===== src/rtl/if_id_queue_pkg.sv =====
// Shared constants and bundle types for the IF/ID instruction queue.
// Optional same-cycle bypass is enabled by defining IFQ_BYPASS_EN.
package if_id_queue_pkg;

  localparam logic [31:0] ZeroWord = 32'h0;
  localparam logic        Enable   = 1'b1;
  localparam logic        Disable  = 1'b0;

  localparam logic [1:0]  STL_NONE = 2'b00;

  localparam logic [31:0] IFQ_BUBBLE_INST = ZeroWord;
  localparam logic [31:0] IFQ_BUBBLE_PC   = ZeroWord;

  typedef struct packed {
    logic [31:0] inst;
    logic [31:0] pc;
  } if_id_t;

endpackage


===== src/rtl/ifq_fifo.sv =====
// Circular {inst,pc} store with wrap-around pointers and occupancy count.
// Push while full is ignored; clear empties the queue and drops a push.
module ifq_fifo
  import if_id_queue_pkg::*;
#(
  parameter int DEPTH = 4
) (
  input  logic   dclk,
  input  logic   rst,
  input  logic   i_push,
  input  logic   i_pop,
  input  logic   i_clr,
  input  if_id_t i_data,
  output if_id_t o_head,
  output logic   o_full,
  output logic   o_empty
);

  localparam int PTR_W = $clog2(DEPTH);
  localparam logic [PTR_W:0] FULL_CNT = (PTR_W+1)'(DEPTH);

  logic [PTR_W-1:0] r_wr;
  logic [PTR_W-1:0] r_rd;
  logic [PTR_W:0]   r_cnt;
  if_id_t           r_mem [DEPTH];

  logic w_push;
  logic w_pop;

  assign o_full  = (r_cnt == FULL_CNT);
  assign o_empty = (r_cnt == '0);
  assign w_push  = i_push && !o_full;
  assign w_pop   = i_pop && !o_empty;
  assign o_head  = r_mem[r_rd];

  always_ff @(posedge dclk or posedge rst) begin
    if (rst) begin
      r_wr  <= '0;
      r_rd  <= '0;
      r_cnt <= '0;
    end else if (i_clr) begin
      r_wr  <= '0;
      r_rd  <= '0;
      r_cnt <= '0;
    end else begin
      if (w_push)
        r_wr <= r_wr + 1'b1;
      if (w_pop)
        r_rd <= r_rd + 1'b1;
      if (w_push && !w_pop)
        r_cnt <= r_cnt + 1'b1;
      else if (w_pop && !w_push)
        r_cnt <= r_cnt - 1'b1;
    end
  end

  // Storage carries no reset; occupancy alone defines valid entries.
  always_ff @(posedge dclk) begin
    if (w_push && !i_clr)
      r_mem[r_wr] <= i_data;
  end

endmodule


===== src/rtl/if_id_queue.sv =====
// IF->ID instruction queue with registered ID outputs and bubble counter.
// Define IFQ_BYPASS_EN to forward into an empty queue with 1-edge latency.
module if_id_queue
  import if_id_queue_pkg::*;
#(
  parameter int DEPTH = 4,
  parameter int CNT_W = 16
) (
  input  logic             dclk,
  input  logic             rst,
  input  logic [1:0]       stl_i,
  input  logic             valid_IF_i,
  input  logic [31:0]      inst_IF_i,
  input  logic [31:0]      pc_IF_i,
  input  logic             flush_EX_i,
  output logic             full_IF_o,
  output logic             valid_ID_o,
  output logic [31:0]      inst_ID_o,
  output logic [31:0]      pc_ID_o,
  output logic [CNT_W-1:0] bubble_cnt_o
);

  logic             r_valid;
  logic [31:0]      r_inst;
  logic [31:0]      r_pc;
  logic [CNT_W-1:0] r_bcnt;

  logic   w_stall;
  logic   w_full;
  logic   w_empty;
  logic   w_byp;
  logic   w_push;
  logic   w_pop;
  if_id_t w_in;
  if_id_t w_head;

  assign w_stall = (stl_i != STL_NONE);
  assign w_in    = '{inst: inst_IF_i, pc: pc_IF_i};

`ifdef IFQ_BYPASS_EN
  assign w_byp = w_empty && !w_stall && valid_IF_i && !flush_EX_i;
`else
  assign w_byp = Disable;
`endif

  assign w_push = valid_IF_i && !w_byp && !flush_EX_i;
  assign w_pop  = !w_stall && !flush_EX_i;

  ifq_fifo #(
    .DEPTH (DEPTH)
  ) u_fifo (
    .dclk    (dclk),
    .rst     (rst),
    .i_push  (w_push),
    .i_pop   (w_pop),
    .i_clr   (flush_EX_i),
    .i_data  (w_in),
    .o_head  (w_head),
    .o_full  (w_full),
    .o_empty (w_empty)
  );

  always_ff @(posedge dclk or posedge rst) begin
    if (rst) begin
      r_valid <= Disable;
      r_inst  <= IFQ_BUBBLE_INST;
      r_pc    <= IFQ_BUBBLE_PC;
      r_bcnt  <= '0;
    end else if (flush_EX_i) begin
      r_valid <= Disable;
      r_inst  <= IFQ_BUBBLE_INST;
      r_pc    <= IFQ_BUBBLE_PC;
    end else if (!w_stall) begin
      if (w_byp) begin
        r_valid <= Enable;
        r_inst  <= inst_IF_i;
        r_pc    <= pc_IF_i;
      end else if (!w_empty) begin
        r_valid <= Enable;
        r_inst  <= w_head.inst;
        r_pc    <= w_head.pc;
      end else begin
        r_valid <= Disable;
        r_inst  <= IFQ_BUBBLE_INST;
        r_pc    <= IFQ_BUBBLE_PC;
        if (r_bcnt != '1)
          r_bcnt <= r_bcnt + 1'b1;
      end
    end
  end

  assign full_IF_o    = w_full;
  assign valid_ID_o   = r_valid;
  assign inst_ID_o    = r_inst;
  assign pc_ID_o      = r_pc;
  assign bubble_cnt_o = r_bcnt;

endmodule


===== config.mk =====
export PLATFORM = sky130hd
export DESIGN_NAME = if_id_queue
export DESIGN_NICKNAME = d
export VERILOG_FILES = /design/src/rtl/if_id_queue_pkg.sv /design/src/rtl/ifq_fifo.sv /design/src/rtl/if_id_queue.sv
export SDC_FILE = /design/constraint.sdc
export NUM_CORES = 1
export LEC_CHECK = 0
export BUFFER_PORTS_ARGS = -buffer_cell sky130_fd_sc_hd__buf_2
export CAP_MARGIN = 10
export CORE_MARGIN = 2
export CORE_UTILIZATION = 50
export DETAILED_ROUTE_END_ITERATION = 10
export PLACE_DENSITY = 0.7
export SYNTH_ARGS = -nofsm -noshare
export SYNTH_HDL_FRONTEND = slang
export SYNTH_SLANG_ARGS = --single-unit
export TNS_END_PERCENT = 10

===== constraint.sdc =====
create_clock -name dclk -period 7.4 [get_ports dclk]
set_input_delay 0 -clock dclk [delete_from_list [all_inputs] [get_ports dclk]]
set_output_delay 0 -clock dclk [all_outputs]
set_load 0.02 [all_outputs]

## After elaboration in Yosys (flattened, before gate mapping)

Memories as Yosys holds them, arrays and structs flattened.
Cells that the tools add are included.

| word-level totals | value |
|---|---|
| memories | 1 |
| word-level logic and storage cells | 55 |
| bits in writable memories | 256 |
| input bits | 70 |
| flip-flop bits (word level) | 88 |
| output and inout bits | 82 |

Memories:

| memory | words | width | rd ports | clocked after memory_dff | wr ports | line | RTL |
|---|---|---|---|---|---|---|---|
| u_fifo.r_mem | 4 | 64 | 1 | 0 | 1 | ifq_fifo.sv:25 | `if_id_t r_mem [DEPTH];` |

| cells by class | value |
|---|---|
| add/subtract/negate cells | 5 |
| multiplexer cells | 18 |
| bitwise logic cells | 2 |
| equality and inequality tests | 3 |
| reduce and logical (&&, ||, !) cells | 19 |

Operators by type and width:

| operator | count |
|---|---|
| 32-bit 2-to-1 mux | 6 |
| 16-bit by 1-bit adder with 16-bit output (second input constant) | 1 |
| 16-bit != test (second input constant) | 1 |
| 3-bit 2-to-1 mux | 3 |
| 2-bit 2-to-1 mux | 4 |
| 1-bit logical AND | 7 |
| 1-bit zero test | 6 |
| 2-bit nonzero test | 3 |
| 1-bit 2-to-1 mux | 5 |
| 2-bit by 1-bit adder with 2-bit output (second input constant) | 2 |
| 4-bit AND reduction | 1 |
| 3-bit by 1-bit adder with 3-bit output (second input constant) | 1 |
| 3-bit == test (second input constant) | 1 |
| 3-bit zero test | 1 |
| 3-bit nonzero test | 1 |
| 3-bit by 1-bit subtractor with 3-bit output (second input constant) | 1 |
| 2-bit != test (second input constant) | 1 |
| 1-bit NOT | 2 |

## Depth between registers and ports, before layout

| logic depth | value |
|---|---|
| word-level depth | 8 |
| gate-level depth with buffers | 10 |
| depth with buffers taken out | 8 |

## By module

From an unflattened synthesis, not the netlist that was laid out.

| unflattened totals | value |
|---|---|
| cells, all modules | 617 |
| area total of the unflattened synthesis | 12,894.9 µm² |

By module, submodules not included:

| module | area an instance (µm²) | instances | cells each | sequential area each (µm²) |
|---|---|---|---|---|
| ifq_fifo | 9,789.4 | 1 | 398 | 7,862.5 |
| if_id_queue | 3,105.5 | 1 | 219 | 2,026.9 |

## Worst setup path after synthesis

Ideal clock, no wire load.

| path | value |
|---|---|
| path type | register -> register |
| start | register u_fifo.r_cnt[2] |
| end | memory u_fifo.r_mem[0][0] (netlist name), enable pin |
| path buffers | 1 |
| arrival | 2.514 ns |
| stages on the path, launching flop included | 6 |
| setup slack | 4.457 ns |
| setup time | 0.429 ns |
| cells stage by stage | dfrtp_1 -> buf_4 -> or3b_2 -> nand2_1 -> nor2_1 -> and2_1 |

| on the way | value |
|---|---|
| cells in the longest elaborated chain, start to end | 6 |

RTL lines:

| what | line | RTL |
|---|---|---|
| start: declaration | ifq_fifo.sv:24 | `logic [PTR_W:0] r_cnt;` |
| start signal: assignment | ifq_fifo.sv:51 | `r_cnt <= r_cnt + 1'b1;` |
| start signal: assignment | ifq_fifo.sv:53 | `r_cnt <= r_cnt - 1'b1;` |
| 3-bit == test | ifq_fifo.sv:30 | `assign o_full = (r_cnt == FULL_CNT);` |
| 1-bit zero test | ifq_fifo.sv:32 | `assign w_push = i_push && !o_full;` |
| 1-bit logical AND | ifq_fifo.sv:32 |  |
| 1-bit logical AND | ifq_fifo.sv:59 | `if (w_push && !i_clr)` |
| 1-bit 2-to-1 mux | ifq_fifo.sv:59 |  |
| 1-bit 2-to-1 mux (implied by the code) | ifq_fifo.sv:60 | `r_mem[r_wr] <= i_data;` |
| end: declaration | ifq_fifo.sv:25 |  |

Every way passes these cells.

## Final worst setup path

| path | value |
|---|---|
| start | register u_fifo.r_cnt[2] |
| end | register u_fifo.r_cnt[2] |

| on the way | value |
|---|---|
| cells in the longest elaborated chain, start to end | 7 |
| elaborated cells on any way between the ends | 16 |
| classes of those cells | add/sub (2); eq/ne (1); mux (3); reduce/logical (10) |

RTL lines:

| what |
|---|
| parallel branches: the longest is 7 deep, another holds 3-bit by 1-bit subtractor with 3-bit output |

Several ways; the timed one is not identified. The select of a mux whose other input is x is not followed.
A chain may end at the register's enable or synchronous reset.

==> results.sh <==
export IMPL_min_to="u_fifo.r_cnt[2]"
export IMPL_drive_gt1_frac=0.3409
export IMPL_drt_iter0_drc=536
export IMPL_antenna_found_initial=0
export IMPL_cts_tree="done"
export IMPL_yosysTopAreaCell="edfxtp_1"
export IMPL_io_pins=152
export IMPL_finalSetupViolations=0
export IMPL_status="completed"
export IMPL_grt_pass1_vias=7395
export IMPL_tightest_slew_ns=1.037
export IMPL_slowest_stage="buf_4"
export IMPL_fin_crit_ns=3.049
export IMPL_gp_congestion=0.7856
export IMPL_clk_latency_ns=0.51
export IMPL_vias=6842
export IMPL_slowest_delay_ns=0.71
export IMPL_drv_cap=0
export IMPL_grt_pass1_wl_mm=40.83
export IMPL_die_area_sq_um=27150
export IMPL_seq_area_frac_synth=0.7652
export IMPL_grt_max_degree=67
export IMPL_die_h_um=164.8
export IMPL_crit_type="register to register"
export IMPL_powerDensity_nw_per_um2=282.9
export IMPL_finClkSkew_ns=0.01384
export IMPL_synth_net_count=701
export IMPL_drc_errors=0
export IMPL_fin_ws_ns=4.351
export IMPL_die_w_um=164.8
export IMPL_grt_usage=0.1989
export IMPL_r2r_cells=9
export IMPL_synth_common_cells="edfxtp_1, dfrtp_1, a22o_1, mux4_2, clkbuf_1"
export IMPL_final_setup_tns_ns=0
export IMPL_nNetsFinal=925
export IMPL_num_antenna_cells=0
export IMPL_drtAntennaViolNets=0
export IMPL_crit_required_ns=7.83
export IMPL_start_util=0.5117
export IMPL_gr_total_overflow=0
export IMPL_startpoint_type="register"
export IMPL_netlist_area_sq_um=12920
export IMPL_cp_max_fo=66
export IMPL_postCtsSetupBuffers=0
export IMPL_cts_buffers=36
export IMPL_path_cells="nor3_4 -> nor3_4 -> buf_4 -> nor3_1 -> fa_1 -> nor3b_1 -> xnor2_1 -> a221o_1 -> a21oi_1"
export IMPL_htree_levels=2
export IMPL_synth_area_leaders="edfxtp_1, dfrtp_1, mux4_2"
export IMPL_syn_avg_cell_area_sq_um=20.68
export IMPL_yosysWarningCount=0
export IMPL_rsz0062_at_grt="no"
export IMPL_ys_flop_type="edfxtp_1"
export IMPL_fin_cells=1207
export IMPL_synth_seq_cells=344
export IMPL_placedCellCount=1074
export IMPL_cts_resized=0
export IMPL_vdd_drop_max_mv=0.1913
export IMPL_syn_inst=625
export IMPL_core_area_sq_um=25250
export IMPL_min_path_cells=5
export IMPL_maxSlewViolCount=0
export IMPL_path_buf_inv=1
export IMPL_power_leakage_uw=0.006064
export IMPL_cts_buffer_depth=3
export IMPL_slew_headroom=0.3085
export IMPL_fmaxAchievable_mhz=328.0
export IMPL_r2r_slack_ns=4.35
export IMPL_hold_violations=0
export IMPL_crit_path_end_kind="register"
export IMPL_wl_per_cell_um=21.64
export IMPL_synth_edf_count=256
export IMPL_hp_start="stl_i[0]"
export IMPL_async_reset_ff_frac=0.2558
export IMPL_hold_class="input pin to register"
export IMPL_wirelength_mm=26.12
export IMPL_port_buffers=151
export IMPL_fp_row_count=58
export IMPL_pre_cts_slack_ns=4.386
export IMPL_rr_endpoint="u_fifo.r_cnt[2]"
export IMPL_cts_sinks=344
export IMPL_clk_pin_slew_ns=0.06
export IMPL_cp_common_cell="nor3_4"
export IMPL_crit_family="buffers and inverters"
export IMPL_viasPerCell=5.669
export IMPL_worst_ep_arrival_time_ns=3.48
export IMPL_synth_most_common_cell="edfxtp_1"
export IMPL_synth_cell_type_count=49
export IMPL_crit_cells=9
export IMPL_timing_rr_start="u_fifo.r_cnt[2]"
export IMPL_cts_root_buf="clkbuf_16"
export IMPL_dp_hpwl_mm=14.23
export IMPL_area_growth_syn_to_layout_pct=23.03
export IMPL_dr_pass1_iters=6
export IMPL_synth_top_area_frac=0.5948
export IMPL_fin_crit_sh=0.4120
[routing by layer]
metal	share of wire	routed length (um)	vias to the layer above	GRT usage
li1	-	-	3010	-
met1	0.39	10310	3563	0.2572
met2	0.53	13940	226	0.3517
met3	0.053	1385	43	0.03214
met4	0.018	482	0	0.05652
met5	0	0	-	0
[what timing repair did]
action | in CTS | in global routing
endpoints found under the setup margin | 0 | 0
hold endpoints to repair | 298 | 0
hold buffers | 67 | 0
[kinds of logic after synthesis]
logic type / after synthesis / synth area share
compound gates: 85 / 0.05586
xor+xnor: 17 / 0.01152
fa+ha+maj: 6 / 0.006390
buf+inv: 46 / 0.01694
flops: 344 / 0.7652
mux: 68 / 0.1151
simple gates: 59 / 0.02895
[power by group]
part / switching, uW / internal (uW)
registers: 58.4 / 2170
logic: 209 / 171
clock network: 713 / 1170
total: 981 / 3520
[area by class of cell]
cell class | instances | area (sq um)
sequential | 344 | 9897
fill | 1793 | 9354
multi-input combinational | 235 | 2839
timing repair buffer | 222 | 1456
clock buffer | 44 | 962.2
tap | 330 | 412.9
clock inverter | 22 | 292.8
inverter | 10 | 40.04
[worst reg2reg max path, stage by stage (launching register included)]
cell,delay (ns)
dfrtp_1,0.54
nor3_4,0.11
nor3_4,0.14
buf_4,0.71
nor3_1,0.21
fa_1,0.51
nor3b_1,0.19
xnor2_1,0.13
a221o_1,0.31
a21oi_1,0.12
[worst max-delay path by stage]
stage	startpoint	end
2_1_floorplan	u_fifo.r_cnt[2]	u_fifo.r_mem[0][0]
3_3_place_gp	u_fifo.r_cnt[2]	u_fifo.r_cnt[2]
3_5_place_dp	u_fifo.r_cnt[2]	u_fifo.r_cnt[2]
4_1_cts	u_fifo.r_cnt[2]	u_fifo.r_cnt[2]
5_1_grt	u_fifo.r_cnt[2]	u_fifo.r_cnt[2]
6_report	u_fifo.r_cnt[2]	u_fifo.r_cnt[2]
[stage by stage]
step / hold WS (ns) / instance area [sq um] / total power, uW / util
global route: 0.09690 / 15900 / 4644 / 0.6296
CTS: 0.04084 / 15900 / 4534 / 0.6296
detailed placement: 0.09263 / 13970 / 2624 / 0.5534
finish: 0.06969 / 15900 / 4498 / 0.6296
global placement: 0.09158 / 13970 / 2602 / 0.5534
floorplan: 0.09887 / 12920 / 2492 / -
[flip-flops by register name (all words and copies together) (netlist names)]
name          count
u_fifo.r_mem    256
inst_ID_o        32
pc_ID_o          32
bubble_cnt_o     16
u_fifo.r_cnt      3
u_fifo.r_rd       2
u_fifo.r_wr       2
valid_ID_o        1
[layout by cell type (no fill, tap or decap), types with 6 or more instances in the layout]
| cell | Yosys | final |
|---|---|---|
| a211oi_1 | 6 | 6 |
| a22o_1 | 64 | 64 |
| buf_2 | 10 | 151 |
| bufinv_16 | 0 | 7 |
| clkbuf_1 | 15 | 6 |
| clkbuf_16 | 0 | 37 |
| clkinv_2 | 0 | 10 |
| dfrtp_1 | 88 | 86 |
| dlygate4sd3_1 | 0 | 67 |
| edfxtp_1 | 256 | 256 |
| inv_1 | 10 | 9 |
| mux4_2 | 64 | 64 |
| nand2_1 | 8 | 8 |
| nand3_1 | 7 | 7 |
| nor2_1 | 8 | 7 |
| nor3_1 | 7 | 7 |
| xor2_1 | 13 | 13 |
Power figures use the tool's default switching activity.
